### src/rtl/joy_cond_if.sv
// Joystick conditioner bus: raw directions and mode controls in, conditioned directions out.
interface joy_cond_if #(
  parameter int PLAYERS = 2
);
  logic [4*PLAYERS-1:0] dir_in;
  logic                 rotate;
  logic [1:0]           socd_mode;
  logic                 four_way;
  logic [4*PLAYERS-1:0] dir_out;
  logic [PLAYERS-1:0]   change;

  modport master (
    output dir_in, rotate, socd_mode, four_way,
    input  dir_out, change
  );

  modport slave (
    input  dir_in, rotate, socd_mode, four_way,
    output dir_out, change
  );
endinterface

### src/rtl/joy_cond.sv
// Per-player joystick conditioner: rotation, per-bit debounce, opposing-direction
// (SOCD) resolution and optional 4-way diagonal suppression. Outputs active high.
// Per-player packing: [3]=up, [2]=down, [1]=left, [0]=right.
module joy_cond #(
  parameter int PLAYERS = 2,
  parameter int DEB_LEN = 1
) (
  input  logic       clk_sys,
  input  logic       reset,
  joy_cond_if.slave  io
);

  typedef enum logic {
    AXIS_V = 1'b0,
    AXIS_H = 1'b1
  } axis_t;

  localparam logic [3:0] DEB_LAST = 4'(DEB_LEN - 1);

  logic [PLAYERS-1:0][3:0]      s1;
  logic [PLAYERS-1:0][3:0]      s1_next;
  logic [PLAYERS-1:0][3:0]      db;
  logic [PLAYERS-1:0][3:0]      db_d;
  logic [PLAYERS-1:0][3:0]      np;
  logic [PLAYERS-1:0][3:0][3:0] cnt;
  logic [PLAYERS-1:0][1:0]      last_h;
  logic [PLAYERS-1:0][1:0]      last_v;
  logic [PLAYERS-1:0][1:0]      last_h_next;
  logic [PLAYERS-1:0][1:0]      last_v_next;
  logic [PLAYERS-1:0][3:0]      resolved;
  logic [PLAYERS-1:0][3:0]      dout;
  logic [PLAYERS-1:0]           chg;
  axis_t                        axis_last [PLAYERS];
  axis_t                        axis_next [PLAYERS];

  // Pair memory update: press is {first,second} new-press bits, result is the
  // most recent single press (10 / 01), 00 when both arrived together.
  function automatic logic [1:0] press_mem(input logic [1:0] press, input logic [1:0] last);
    logic [1:0] res;
    case (press)
      2'b00:   res = last;
      2'b11:   res = 2'b00;
      default: res = press;
    endcase
    return res;
  endfunction

  // Opposing-direction resolution for one axis pair {first,second}.
  function automatic logic [1:0] socd_pair(input logic [1:0] held, input logic [1:0] last,
                                           input logic [1:0] mode, input logic vert);
    logic [1:0] res;
    res = held;
    if (held == 2'b11) begin
      case (mode)
        2'b00:   res = last;
        2'b01:   res = 2'b00;
        2'b10:   res = (last == 2'b00) ? 2'b00 : ~last;
        default: res = vert ? 2'b10 : 2'b00;
      endcase
    end
    return res;
  endfunction

  // Stage 1 input mapping; rotated cabinet turns the stick a quarter turn.
  always_comb begin
    s1_next = '0;
    for (int unsigned p = 0; p < PLAYERS; p++) begin
      if (io.rotate) begin
        s1_next[p] = {io.dir_in[4*p+1], io.dir_in[4*p], io.dir_in[4*p+2], io.dir_in[4*p+3]};
      end else begin
        s1_next[p] = io.dir_in[4*p +: 4];
      end
    end
  end

  // Capture register and per-bit debounce; db only moves after DEB_LEN stable cycles.
  always_ff @(posedge clk_sys) begin
    if (reset) begin
      s1   <= '0;
      db   <= '0;
      db_d <= '0;
      cnt  <= '0;
    end else begin
      s1   <= s1_next;
      db_d <= db;
      for (int unsigned p = 0; p < PLAYERS; p++) begin
        for (int unsigned b = 0; b < 4; b++) begin
          if (s1[p][b] == db[p][b]) begin
            cnt[p][b] <= '0;
          end else if (cnt[p][b] == DEB_LAST) begin
            db[p][b]  <= s1[p][b];
            cnt[p][b] <= '0;
          end else begin
            cnt[p][b] <= cnt[p][b] + 4'd1;
          end
        end
      end
    end
  end

  // Resolver: press memory, SOCD per axis, axis tracking and diagonal suppression.
  // Everything here uses the post-update memory so a press acts in its own cycle.
  always_comb begin
    logic [1:0] h;
    logic [1:0] v;
    logic       h_press;
    logic       v_press;
    np          = '0;
    last_h_next = '0;
    last_v_next = '0;
    resolved    = '0;
    h           = '0;
    v           = '0;
    h_press     = 1'b0;
    v_press     = 1'b0;
    for (int unsigned p = 0; p < PLAYERS; p++) begin
      axis_next[p]   = axis_last[p];
      np[p]          = db[p] & ~db_d[p];
      last_h_next[p] = press_mem(np[p][1:0], last_h[p]);
      last_v_next[p] = press_mem(np[p][3:2], last_v[p]);
      h              = socd_pair(db[p][1:0], last_h_next[p], io.socd_mode, 1'b0);
      v              = socd_pair(db[p][3:2], last_v_next[p], io.socd_mode, 1'b1);
      h_press        = |np[p][1:0];
      v_press        = |np[p][3:2];
      if (h_press && !v_press) begin
        axis_next[p] = AXIS_H;
      end else if (v_press && !h_press) begin
        axis_next[p] = AXIS_V;
      end
      if (io.four_way && (h != 2'b00) && (v != 2'b00)) begin
        if (axis_next[p] == AXIS_H) begin
          v = 2'b00;
        end else begin
          h = 2'b00;
        end
      end
      resolved[p] = {v, h};
    end
  end

  // Press memory and axis-of-last-press state registers.
  always_ff @(posedge clk_sys) begin
    if (reset) begin
      last_h <= '0;
      last_v <= '0;
      for (int unsigned p = 0; p < PLAYERS; p++) begin
        axis_last[p] <= AXIS_V;
      end
    end else begin
      last_h <= last_h_next;
      last_v <= last_v_next;
      for (int unsigned p = 0; p < PLAYERS; p++) begin
        axis_last[p] <= axis_next[p];
      end
    end
  end

  // Output register; change flags the cycle in which a new value becomes visible.
  always_ff @(posedge clk_sys) begin
    if (reset) begin
      dout <= '0;
      chg  <= '0;
    end else begin
      dout <= resolved;
      for (int unsigned p = 0; p < PLAYERS; p++) begin
        chg[p] <= (resolved[p] != dout[p]);
      end
    end
  end

  assign io.dir_out = dout;
  assign io.change  = chg;

endmodule

### src/flat_wrapper.sv
// flat-port wrapper written by rule: the top's interface ports become plain ports
module joy_cond_flat 
#(
  parameter int PLAYERS = 2,
  parameter int DEB_LEN = 1
)
  (clk_sys, reset, io_dir_in, io_rotate, io_socd_mode, io_four_way, io_dir_out, io_change);
  joy_cond_if #(.PLAYERS(PLAYERS)) io_i ();
  input  logic clk_sys;
  input  logic reset;
  input wire logic [$bits(io_i.dir_in)-1:0] io_dir_in;
  input wire logic [$bits(io_i.rotate)-1:0] io_rotate;
  input wire logic [$bits(io_i.socd_mode)-1:0] io_socd_mode;
  input wire logic [$bits(io_i.four_way)-1:0] io_four_way;
  output wire logic [$bits(io_i.dir_out)-1:0] io_dir_out;
  output wire logic [$bits(io_i.change)-1:0] io_change;
  assign io_i.dir_in = io_dir_in;
  assign io_i.rotate = io_rotate;
  assign io_i.socd_mode = io_socd_mode;
  assign io_i.four_way = io_four_way;
  assign io_dir_out = io_i.dir_out;
  assign io_change = io_i.change;
  joy_cond #(.PLAYERS(PLAYERS), .DEB_LEN(DEB_LEN)) u_core (.clk_sys(clk_sys), .reset(reset), .io(io_i));
endmodule
### config.mk
export PLATFORM = sky130hd
export DESIGN_NAME = joy_cond_flat
export DESIGN_NICKNAME = d
export VERILOG_FILES = /design/src/rtl/joy_cond_if.sv /design/src/rtl/joy_cond.sv /design/src/flat_wrapper.sv
export SDC_FILE = /design/constraint.sdc
export NUM_CORES = 1
export LEC_CHECK = 0
export BUFFER_PORTS_ARGS = -buffer_cell sky130_fd_sc_hd__buf_2
export CORE_MARGIN = 1
export CORE_UTILIZATION = 60
export CTS_CLUSTER_SIZE = 10
export DETAILED_ROUTE_END_ITERATION = 10
export MAX_ROUTING_LAYER = met4
export PLACE_DENSITY_LB_ADDON = 0.2
export SYNTH_ARGS = -nofsm -noshare
export SYNTH_HDL_FRONTEND = slang
export SYNTH_SLANG_ARGS = --single-unit
### constraint.sdc
create_clock -name clk_sys -period 4.1 [get_ports clk_sys]
set_clock_uncertainty 0.1 [all_clocks]
set_input_delay 0.82 -clock clk_sys [delete_from_list [all_inputs] [get_ports clk_sys]]
set_output_delay 0.82 -clock clk_sys [all_outputs]
set_load 0.005 [all_outputs]
==> impl_metrics.toml, run 1 <==
[run_status]
outcome = "finished clean"

[clocking]
cts_max_path_buffers = 2
cts-root-buf = "clkbuf_8"
ctsHoldBuffers = 0
clkTransAtPathRegs_ns = 0.08
postCtsSetupRepairBufs = 0
cts_tree = "done"
htreeDepth = 3
cts_buffers = 9
clock-sinks = 76
cts_resized = 0
insertion_delay_ns = 0.35

[floorplan]
rows = 28
die_x_um = 80.8
die_area_um2 = 6530
core-area_um2 = 5960
start_util_pct = 62.6
pin_count = 24
die_h_um = 80.8

[synthesis]
synth_nets = 455
ys_ff_latch = 76
async_flop_share_pct = 0
synth_edf_count = 0
syn_area_um2 = 3730
synth.largest_area_cell = "dfxtp_1"
ys_seq_area_share_pct = 40.8
yosys_warnings = 0
avgSynthCellArea_um2 = 8.85
synth_ff_type = "dfxtp_1"
yosys.area.top_type_share_pct = 40.8
synth.distinct_cells = 54
synth_area_leaders = "dfxtp_1 41%, nor2_1 7.3%, ha_1 6.7%, mux2i_1 4.6%, xnor2_1 3.8%"
syn_inst = 421

[drt]
via_per_inst = 5.37
routed_wl_um = 6690
vias = 2780
drt_iter0_drc = 152
routedWlPerCell_um = 12.9
drc_errors = 0
final_antenna_net_count = 0
drt_first_pass_iters = 4

[layout]
drive_above_1_share_pct = 10.4
final_cell_mix = "76 x dfxtp_1, 72 x nor2_1, 32 x inv_1, 23 x buf_2, 20 x ha_1"
antenna_cells = 0
design_area_um2 = 4090
final_common_cell = "dfxtp_1"
final_nets = 472
fin_util_pct = 68.7
area_growth_pct = 9.73

[setup_path]
crit_buf_inv = 0
start_kind = "flip-flop"
worst_path_most_repeated_cell = "nor4b_1"
path_cells = "or2b_1 -> ha_1 -> and3b_1 -> nor2_1 -> nor4b_1 -> o21ai_0 -> nor4b_1 -> o31ai_1 -> a32o_1"
arrival_ns = 3.18
crit_type = "flip-flop to flip-flop"
critPathMaxFanout = 7
crit_family = "simple AND/OR/NAND/NOR gates"
required_ns = 4.25
slowest_stage = "dfxtp_1"
end_kind = "flip-flop"
reg2regPathDepth = 9
max_stage_delay_ns = 0.46
path_depth = 9

[global_route]
grt_max_degree = 38
grt_antenna_before_repair = 0
grt_util_all_layers_pct = 23.9
grt_pass1_wl_um = 11500
grt_pass1_vias = 2730
grt_overflow = 0

[min_path]
min_path_type = "flip-flop to flip-flop"
hold_depth = 1

[power_and_ir_drop]
combPwrFrac_pct = 7.7
p_leak_nw = 1.66
netSwitchingFraction_pct = 24.2
clock_power_share_pct = 41.4
p_int_w = 0.00116
pwr-share-seq_pct = 50.9
power_w = 0.00153
vdd_drop_max_mv = 0.344
p_sw_w = 0.000370
power_density_nw_per_um2 = 373

[timing]
fmax_mhz = 330
fin_crit_sh_pct = 73.9
fin_tns_setup_ns = 0
setup_viol_count_final = 0
layout_setup_ws_ns = 1.07
min_period_ns = 3.03
worst_pin_slew_ns = 0.651
finalHoldViolCount = 0
drv_slew = 0
rsz0062_at_grt = "false"
relSlewSlack_pct = 56.6

[flow_run]
maxCapViolations = 0

[placement]
place_congestion = 0.821
post_dp_cell_area_um2 = 3870
portBuffers = 23
dp_hpwl_um = 4800
pre_cts_ws_ns = 1.11
[kinds of logic (layout without fill, tap and decap cells)]
family / after synthesis / in the layout / synth area share (%)
simple gates: 176 / 176 / 25.0
flops: 76 / 76 / 40.8
compound gates: 51 / 51 / 10.1
buf+inv: 50 / 72 / 5.30
xor+xnor: 28 / 28 / 6.58
fa+ha+maj: 21 / 21 / 6.98
mux: 19 / 19 / 5.17
[Yosys cell counts, types with 2 or more instances]
cell       instances
o2bb2ai_1          2
inv_1             32
and3_1             5
o32ai_1            2
nor2b_1           10
o2111ai_1          3
and3b_1           10
xor2_1            12
clkbuf_1          14
xnor2_1           16
o31ai_1            5
nand3b_1           8
mux2_2             2
o21a_1             3
or3_1              9
dfxtp_1           76
nor3_1             5
nor4b_1            4
o21ai_0           10
o211ai_1           5
o221ai_1           2
nand2_1           17
a21o_1             2
nand2b_1           7
ha_1              20
mux2i_1           17
nand3_1           11
nor3b_1           11
nor2_1            72
a21oi_1            5
[flip-flops by register name (all words and copies together) (netlist names)]
register           count
u_core.db_d            8
u_core.cnt            32
u_core.last_v          4
u_core.s1              8
u_core.io.change       2
u_core.io.dir_out      8
u_core.last_h          4
u_core.db              8
u_core.axis_last       2
[path summary, 6_finish.rpt]
path	end	startpoint	slack, ns
setup / recovery	u_core.io.change[0]	u_core.db[1]	1.07
hold / removal	u_core.cnt[4]	u_core.cnt[4]	0.37
setup reg to reg	u_core.io.change[0]	u_core.db[1]	1.07
hold reg to reg	u_core.cnt[4]	u_core.cnt[4]	0.37
[per-stage QoR]
step                      cells  hold WS [ns]
after floorplan             421         0.330
after global placement      502         0.345
after detailed placement    502         0.353
after CTS                   518         0.371
after global routing        518         0.391
final                       518         0.368
[layout make-up]
class / instances / area [µm²]
repair buffers: 24 / 123
multi-input cells: 295 / 2010
flip-flops and latches: 76 / 1520
well taps: 75 / 93.8
clock inverters: 7 / 100
fillers: 481 / 1870
inverters: 32 / 120
clock buffers: 9 / 124
[power by group through the flow]
stage                     logic [W]  registers, W  clock network (W)
after global routing       0.000133      0.000781           0.000681
final                      0.000118      0.000777           0.000632
after global placement     0.000114      0.000794                  0
after detailed placement   0.000117      0.000794                  0
after CTS                  0.000119      0.000777           0.000645
after floorplan           0.0000958      0.000784                  0
[metal layers]
metal / part of all wire (%) / track usage [%] / up-vias / routed length, µm
met1: 46 / 25.5 / 1271 / 3070
met4: 1.6 / 9.82 / 0 / 110
li1: - / - / 1468 / -
met5: 0 / - / - / 0
met2: 51 / 42.1 / 32 / 3380
met3: 1.9 / 5.62 / 9 / 130
Power figures use the tool's default switching activity.
==> inputs of run 2 (changes only) <==
Settings changed: ABC_AREA from default to 1, CORE_UTILIZATION 60 to 59.
Clock period 4.1 ns to 2.8 ns, I/O delays scaled along.
==> run 2 against run 1 <==
  * Global-route usage decreased by 1.1 points
  * Non-clock buffer count increased by 1
  * Clock power increased by 47%
  * Critical endpoint is now u_core.io.change[1]
  * First-iteration DRC count increased by 2.0%
  * Register-to-register slack got worse by 0.59 ns
==> impl_metrics.toml, run 2 <==
[floorplan]
rows = 27
die_area_um2 = 6050
die_x_um = 77.8
start_util_pct = 61.6
core-area_um2 = 5510
pin_count = 24
die_h_um = 77.8

[placement]
place_congestion = 0.805
portBuffers = 23
dp_hpwl_um = 4280

[layout]
fin_util_pct = 69.3
antenna_cells = 0
final_common_cell = "nor2_1"
area_growth_pct = 12.6
final_cell_mix = "86 x nor2_1, 85 x nand2_1, 76 x dfxtp_1, 63 x inv_1, 33 x nand3_1"
regMostFlops = "u_core.cnt"
drive_above_1_share_pct = 11.2
largest_register_ffs = 32
final_nets = 520

[power_and_ir_drop]
p_int_w = 0.00170
p_sw_w = 0.000540
power_density_nw_per_um2 = 588
pwr-share-seq_pct = 50.6
combPwrFrac_pct = 7.8
clock_power_share_pct = 41.5
vdd_drop_max_mv = 0.378
netSwitchingFraction_pct = 24.1
p_leak_nw = 1.71

[timing]
setup_viol_count_final = 0
min_period_ns = 2.32
finalHoldViolCount = 0
fin_crit_sh_pct = 82.9
drv_slew = 0
rsz0062_at_grt = "false"
fmax_mhz = 431
relSlewSlack_pct = 72.5
worst_pin_slew_ns = 0.413
fin_tns_setup_ns = 0

[synthesis]
syn_inst = 455
ys_ff_latch = 76
syn_area_um2 = 3390
async_flop_share_pct = 0
synth_commonest_cells = "86 x nor2_1, 85 x nand2_1, 76 x dfxtp_1, 63 x inv_1, 33 x nand3_1"
synth_area_leaders = "dfxtp_1 45%, nor2_1 9.5%, nand2_1 9.4%, ha_1 7.4%, inv_1 7.0%"
synth_simple_gate_area_share_pct = 27.4
synth.largest_area_cell = "dfxtp_1"
yosys.area.top_type_share_pct = 44.9
synth-xor-area-share_pct = 4.65
synth_nets = 489
avgSynthCellArea_um2 = 7.45
synth_top_family_by_area = "simple AND/OR/NAND/NOR gates"
synthAdderAreaFrac_pct = 7.38
synth-compound-area-share_pct = 7.72
synthMuxAreaShare_pct = 0
synth.distinct_cells = 24
yosys_warnings = 0
synth_edf_count = 0
yosysMostFrequentCell = "nor2_1"
ys_seq_area_share_pct = 44.9
synth_ff_type = "dfxtp_1"

[clocking]
cts_tree = "done"
htreeDepth = 3
clock-sinks = 76
clkTransAtPathRegs_ns = 0.08
ctsHoldBuffers = 0
cts_max_path_buffers = 2
insertion_delay_ns = 0.36
cts-root-buf = "clkbuf_8"
postCtsSetupRepairBufs = 0
cts_resized = 0
cts_buffers = 9

[global_route]
grt_use_met3_pct = 4.12
grt_util_all_layers_pct = 22.7
grt_pass1_vias = 2582
use_met2_pct = 35.8
grt_antenna_before_repair = 0
grt_pass1_wl_um = 10500
met1_usage_pct = 27.2
grt_max_degree = 29
busiest_layer = "met2"
grt_overflow = 0

[setup_path]
critPathMaxFanout = 7
reg2regPathDepth = 17
worstReg2RegStart = "u_core.db[5]"
end_kind = "flip-flop"
start_kind = "flip-flop"
arrival_ns = 2.46
rr_endpoint = "u_core.io.change[1]"
required_ns = 2.94
reg2reg_slack_ns = 0.48
crit_type = "flip-flop to flip-flop"

[min_path]
min_path_type = "primary input to flip-flop"
hp-start = "io_dir_in[0]"
holdPathEnd = "u_core.s1[2]"
hold_depth = 3

[drt]
final_antenna_net_count = 0
routed_wl_um = 5940
drt_iter0_drc = 155
drc_errors = 0
routedWlPerCell_um = 10.5
via_per_inst = 4.92
vias = 2769
drt_first_pass_iters = 4

[run_status]
outcome = "finished clean"

[flow_run]
maxCapViolations = 0
[run 2: cell types whose count changed after synthesis, sizes merged, moves of 15 or more]
cell / previous run / this run
a21oi: 5 / 22
nand2: 17 / 89
nand3: 11 / 36
o21ai: 10 / 25
inv: 32 / 66
mux2i: 17 / 0
nor2: 73 / 88
[run 2: power by group through the flow]
stage | Sequential (W) | Clock (W) | Combinational, W
finish | 0.00114 | 0.000932 | 0.000176
global route | 0.00114 | 0.000984 | 0.000204
CTS | 0.00113 | 0.000950 | 0.000176
detailed placement | 0.00116 | 0 | 0.000175
global placement | 0.00116 | 0 | 0.000168
floorplan | 0.00115 | 0 | 0.000125
[run 2: critical path, cell delays in order (launching register included)]
cell and delay (ns):
dfxtp_1 0.46, nand2_1 0.10, ha_1 0.37, inv_2 0.06
nand3_2 0.06, nand2_2 0.07, inv_2 0.06, nand3_1 0.06
nand2_1 0.08, nand2_1 0.07, nand2_2 0.11, nand4_2 0.16
nand2_1 0.12, nand2_1 0.05, nand2_1 0.05, nand2_1 0.05
nor2_1 0.11, nor2_1 0.06
[run 2: worst max-delay path by stage]
stage,start,to,slack (ns),cells after the start
after floorplan,u_core.db[4],u_core.io.change[1],0.82,15
after global placement,u_core.db[4],u_core.io.change[1],0.65,15
after detailed placement,u_core.db[5],u_core.io.change[1],0.53,17
after CTS,u_core.db[6],u_core.io.change[1],0.49,16
after global routing,u_core.db[6],u_core.io.change[1],0.21,17
final,u_core.db[5],u_core.io.change[1],0.48,17
[run 2: metal layers]
metal	share of wire [%]	vias up
met5	0	-
li1	-	1474
met3	4.5	12
met1	50	1228
met4	2.3	0
met2	43	55
[run 2: cells by family after synthesis]
logic type,after synthesis
and+or+nand+nor,219
DFF,76
buffers and inverters,72
AOI/OAI and AO/OA,50
adders and majority gates,20
xor gates and xnor gates,18
[run 2: cell type report]
class	instances	area [µm²]
Fill cell	450	1690
Multi-Input combinational cell	307	1600
Sequential cell	76	1520
Inverter	67	251
Clock buffer	10	138
Timing Repair Buffer	25	130
Tap cell	72	90.1
Clock inverter	6	87.6
[run 2: metrics by stage]
stage | power (W) | hold WS [ns] | std cells | cell area (µm²) | setup slack [ns]
2_1_floorplan | 0.00128 | 0.330 | 455 | 3390 | 0.818
3_3_place_gp | 0.00133 | 0.343 | 547 | 3590 | 0.653
3_5_place_dp | 0.00133 | 0.350 | 547 | 3590 | 0.526
4_1_cts | 0.00226 | 0.334 | 563 | 3820 | 0.486
5_1_grt | 0.00233 | 0.352 | 563 | 3820 | 0.214
6_report | 0.00224 | 0.342 | 563 | 3820 | 0.478
==> inputs of run 3 (changes only) <==
Clock period 2.8 ns to 2.45 ns, I/O delays scaled along.
==> run 3 against run 2 <==
  * Total power grew 14%
  * Worst setup slack worse by 0.29 ns
  * Cell area up 0.59%
  * Critical path type unchanged
  * Clock-buffer cell count grew 1
  * Critical path depth is 3 lower
  * Largest cell class unchanged
  * Sequential power grew 13%
  * Register-to-register slack got worse by 0.29 ns
  * Global-route usage shrank 0.32 points
==> impl_metrics.toml, run 3 (synthesis gave the netlist of run 2 again) <==
[setup_path]
path_cells = "nand2_1 -> ha_1 -> nand3_1 -> nand2_2 -> a21oi_1 -> nand2_1 -> nand2_1 -> nand2_2 -> nand3_2 -> nand2_1 -> xor2_1 -> nand2_1 -> nor2_1 -> nor2_1"
slowest_stage = "dfxtp_1"
max_stage_delay_ns = 0.43
end_kind = "flip-flop"
reg2regPathDepth = 14
crit_family = "simple AND/OR/NAND/NOR gates"
required_ns = 2.57
critPathMaxFanout = 6
rr_endpoint = "u_core.io.change[1]"
start_kind = "flip-flop"
worstReg2RegStart = "u_core.db[4]"
arrival_ns = 2.39
reg2reg_slack_ns = 0.18
worst_path_most_repeated_cell = "nand2_1"
crit_buf_inv = 0
worstSetupStartpoint = "u_core.db[4]"
crit_type = "flip-flop to flip-flop"

[drt]
routed_wl_um = 6020
drc_errors = 0
drt_iter0_drc = 131
vias = 2751
via_per_inst = 4.87
routedWlPerCell_um = 10.7
drt_first_pass_iters = 4
final_antenna_net_count = 0

[timing]
drv_slew = 0
fin_crit_sh_pct = 92.5
rsz0062_at_grt = "false"
worst_pin_slew_ns = 0.431
fin_tns_setup_ns = 0
finalHoldViolCount = 0
min_period_ns = 2.27
setup_viol_count_final = 0
fmax_mhz = 441
relSlewSlack_pct = 71.2

[layout]
antenna_cells = 0
final_common_cell = "nor2_1"
n_fill_cell = 463
drive_above_1_share_pct = 11.8
design_area_um2 = 3840
fin_cells = 565
area_growth_pct = 13.3
regMostFlops = "u_core.cnt"
largest_register_ffs = 32
final_cell_mix = "86 x nor2_1, 85 x nand2_1, 75 x dfxtp_1, 63 x inv_1, 33 x nand3_1"
final_nets = 523

[floorplan]
die_area_um2 = 6050
rows = 27
pin_count = 24
core-area_um2 = 5510
die_x_um = 77.8
die_h_um = 77.8
start_util_pct = 61.6

[clocking]
clkTransAtPathRegs_ns = 0.08
cts_max_path_buffers = 2
htreeDepth = 3
cts_tree = "done"
cts_buffers = 9
cts-root-buf = "clkbuf_8"
insertion_delay_ns = 0.34
postCtsSetupRepairBufs = 0
clock-sinks = 76
ctsHoldBuffers = 0

[power_and_ir_drop]
vdd_drop_max_mv = 0.422
netSwitchingFraction_pct = 23.2
combPwrFrac_pct = 8.1
p_int_w = 0.00197
power_w = 0.00257
pwr-share-seq_pct = 50.4
power_density_nw_per_um2 = 668
p_sw_w = 0.000595
clock_power_share_pct = 41.5
p_leak_nw = 1.72

[global_route]
grt_antenna_before_repair = 0
grt_pass1_wl_um = 10500
grt_pass1_vias = 2524
grt_overflow = 0
grt_util_all_layers_pct = 22.4
grt_max_degree = 29

[min_path]
min_path_type = "primary input to flip-flop"
hp-start = "io_dir_in[0]"
hold_depth = 3
holdPathEnd = "u_core.s1[2]"

[placement]
placedCellCount = 550
post_dp_cell_area_um2 = 3610
dp_hpwl_um = 4370
portBuffers = 23
place_congestion = 0.778

[flow_run]
maxCapViolations = 0

[run_status]
outcome = "finished clean"
run 3: changes by cell type in the layout (fill, tap and decap cells not counted), sizes merged:
cell / before / now
buf: 25 / 28
clkinv: 5 / 2
clkbuf: 10 / 11
clkinvlp: 0 / 1
run 3: cell type report:
| class | instances | area [µm²] | share of cell area (%) |
|---|---|---|---|
| clock buffer | 11 | 151 | 3.94 |
| timing repair buffer | 28 | 153 | 3.98 |
| tap | 72 | 90.1 | 2.35 |
| sequential | 76 | 1520 | 39.7 |
| clock inverter | 4 | 72.6 | 1.89 |
| multi-input combinational | 307 | 1600 | 41.6 |
| inverter | 67 | 251 | 6.55 |
run 3: worst max-delay path by stage:
stage	cells after the start	to
2_1_floorplan	15	u_core.io.change[1]
3_3_place_gp	14	u_core.io.change[1]
3_5_place_dp	14	u_core.io.change[1]
4_1_cts	16	u_core.io.change[1]
5_1_grt	15	u_core.io.change[1]
6_report	14	u_core.io.change[1]
run 3: worst register-to-register path: cells and delay by family, from the launching register on:
family / cells / cell delay [ns]
AO/OA/AOI/OAI: 1 / 0.18
flip-flops: 1 / 0.43
XOR/XNOR: 1 / 0.15
AND/OR/NAND/NOR: 11 / 0.90
adder cells (fa/ha/maj): 1 / 0.37
run 3: stage by stage:
| step | util (%) | setup slack (ns) | hold WS, ns |
|---|---|---|---|
| 2_1_floorplan | - | 0.468 | 0.330 |
| 3_3_place_gp | 65.6 | 0.301 | 0.345 |
| 4_1_cts | 69.7 | 0.222 | 0.282 |
| 3_5_place_dp | 65.6 | 0.241 | 0.353 |
| 6_report | 69.7 | 0.185 | 0.294 |
| 5_1_grt | 69.7 | 0.0221 | 0.306 |
run 3: what timing repair did:
item	in CTS	in global routing
setup endpoints to repair	0	1
gates resized for setup	0	1
endpoints found under the hold margin	0	0
run 3: power by group through the flow:
stage	combinational, W	clock [W]	sequential, W
final	0.000209	0.00106	0.00129
after floorplan	0.000143	0	0.00132
after global placement	0.000199	0	0.00132
after CTS	0.000208	0.00108	0.00129
after detailed placement	0.000205	0	0.00132
after global routing	0.000240	0.00113	0.00130
run 3: per-layer routing:
layer | GRT usage [%] | vias up | share of wire [%]
li1 | - | 1481 | -
met1 | 27.3 | 1217 | 50
met2 | 36.4 | 42 | 45
met3 | 3.88 | 11 | 2.8
met4 | 10.0 | 0 | 1.9
met5 | - | - | 0
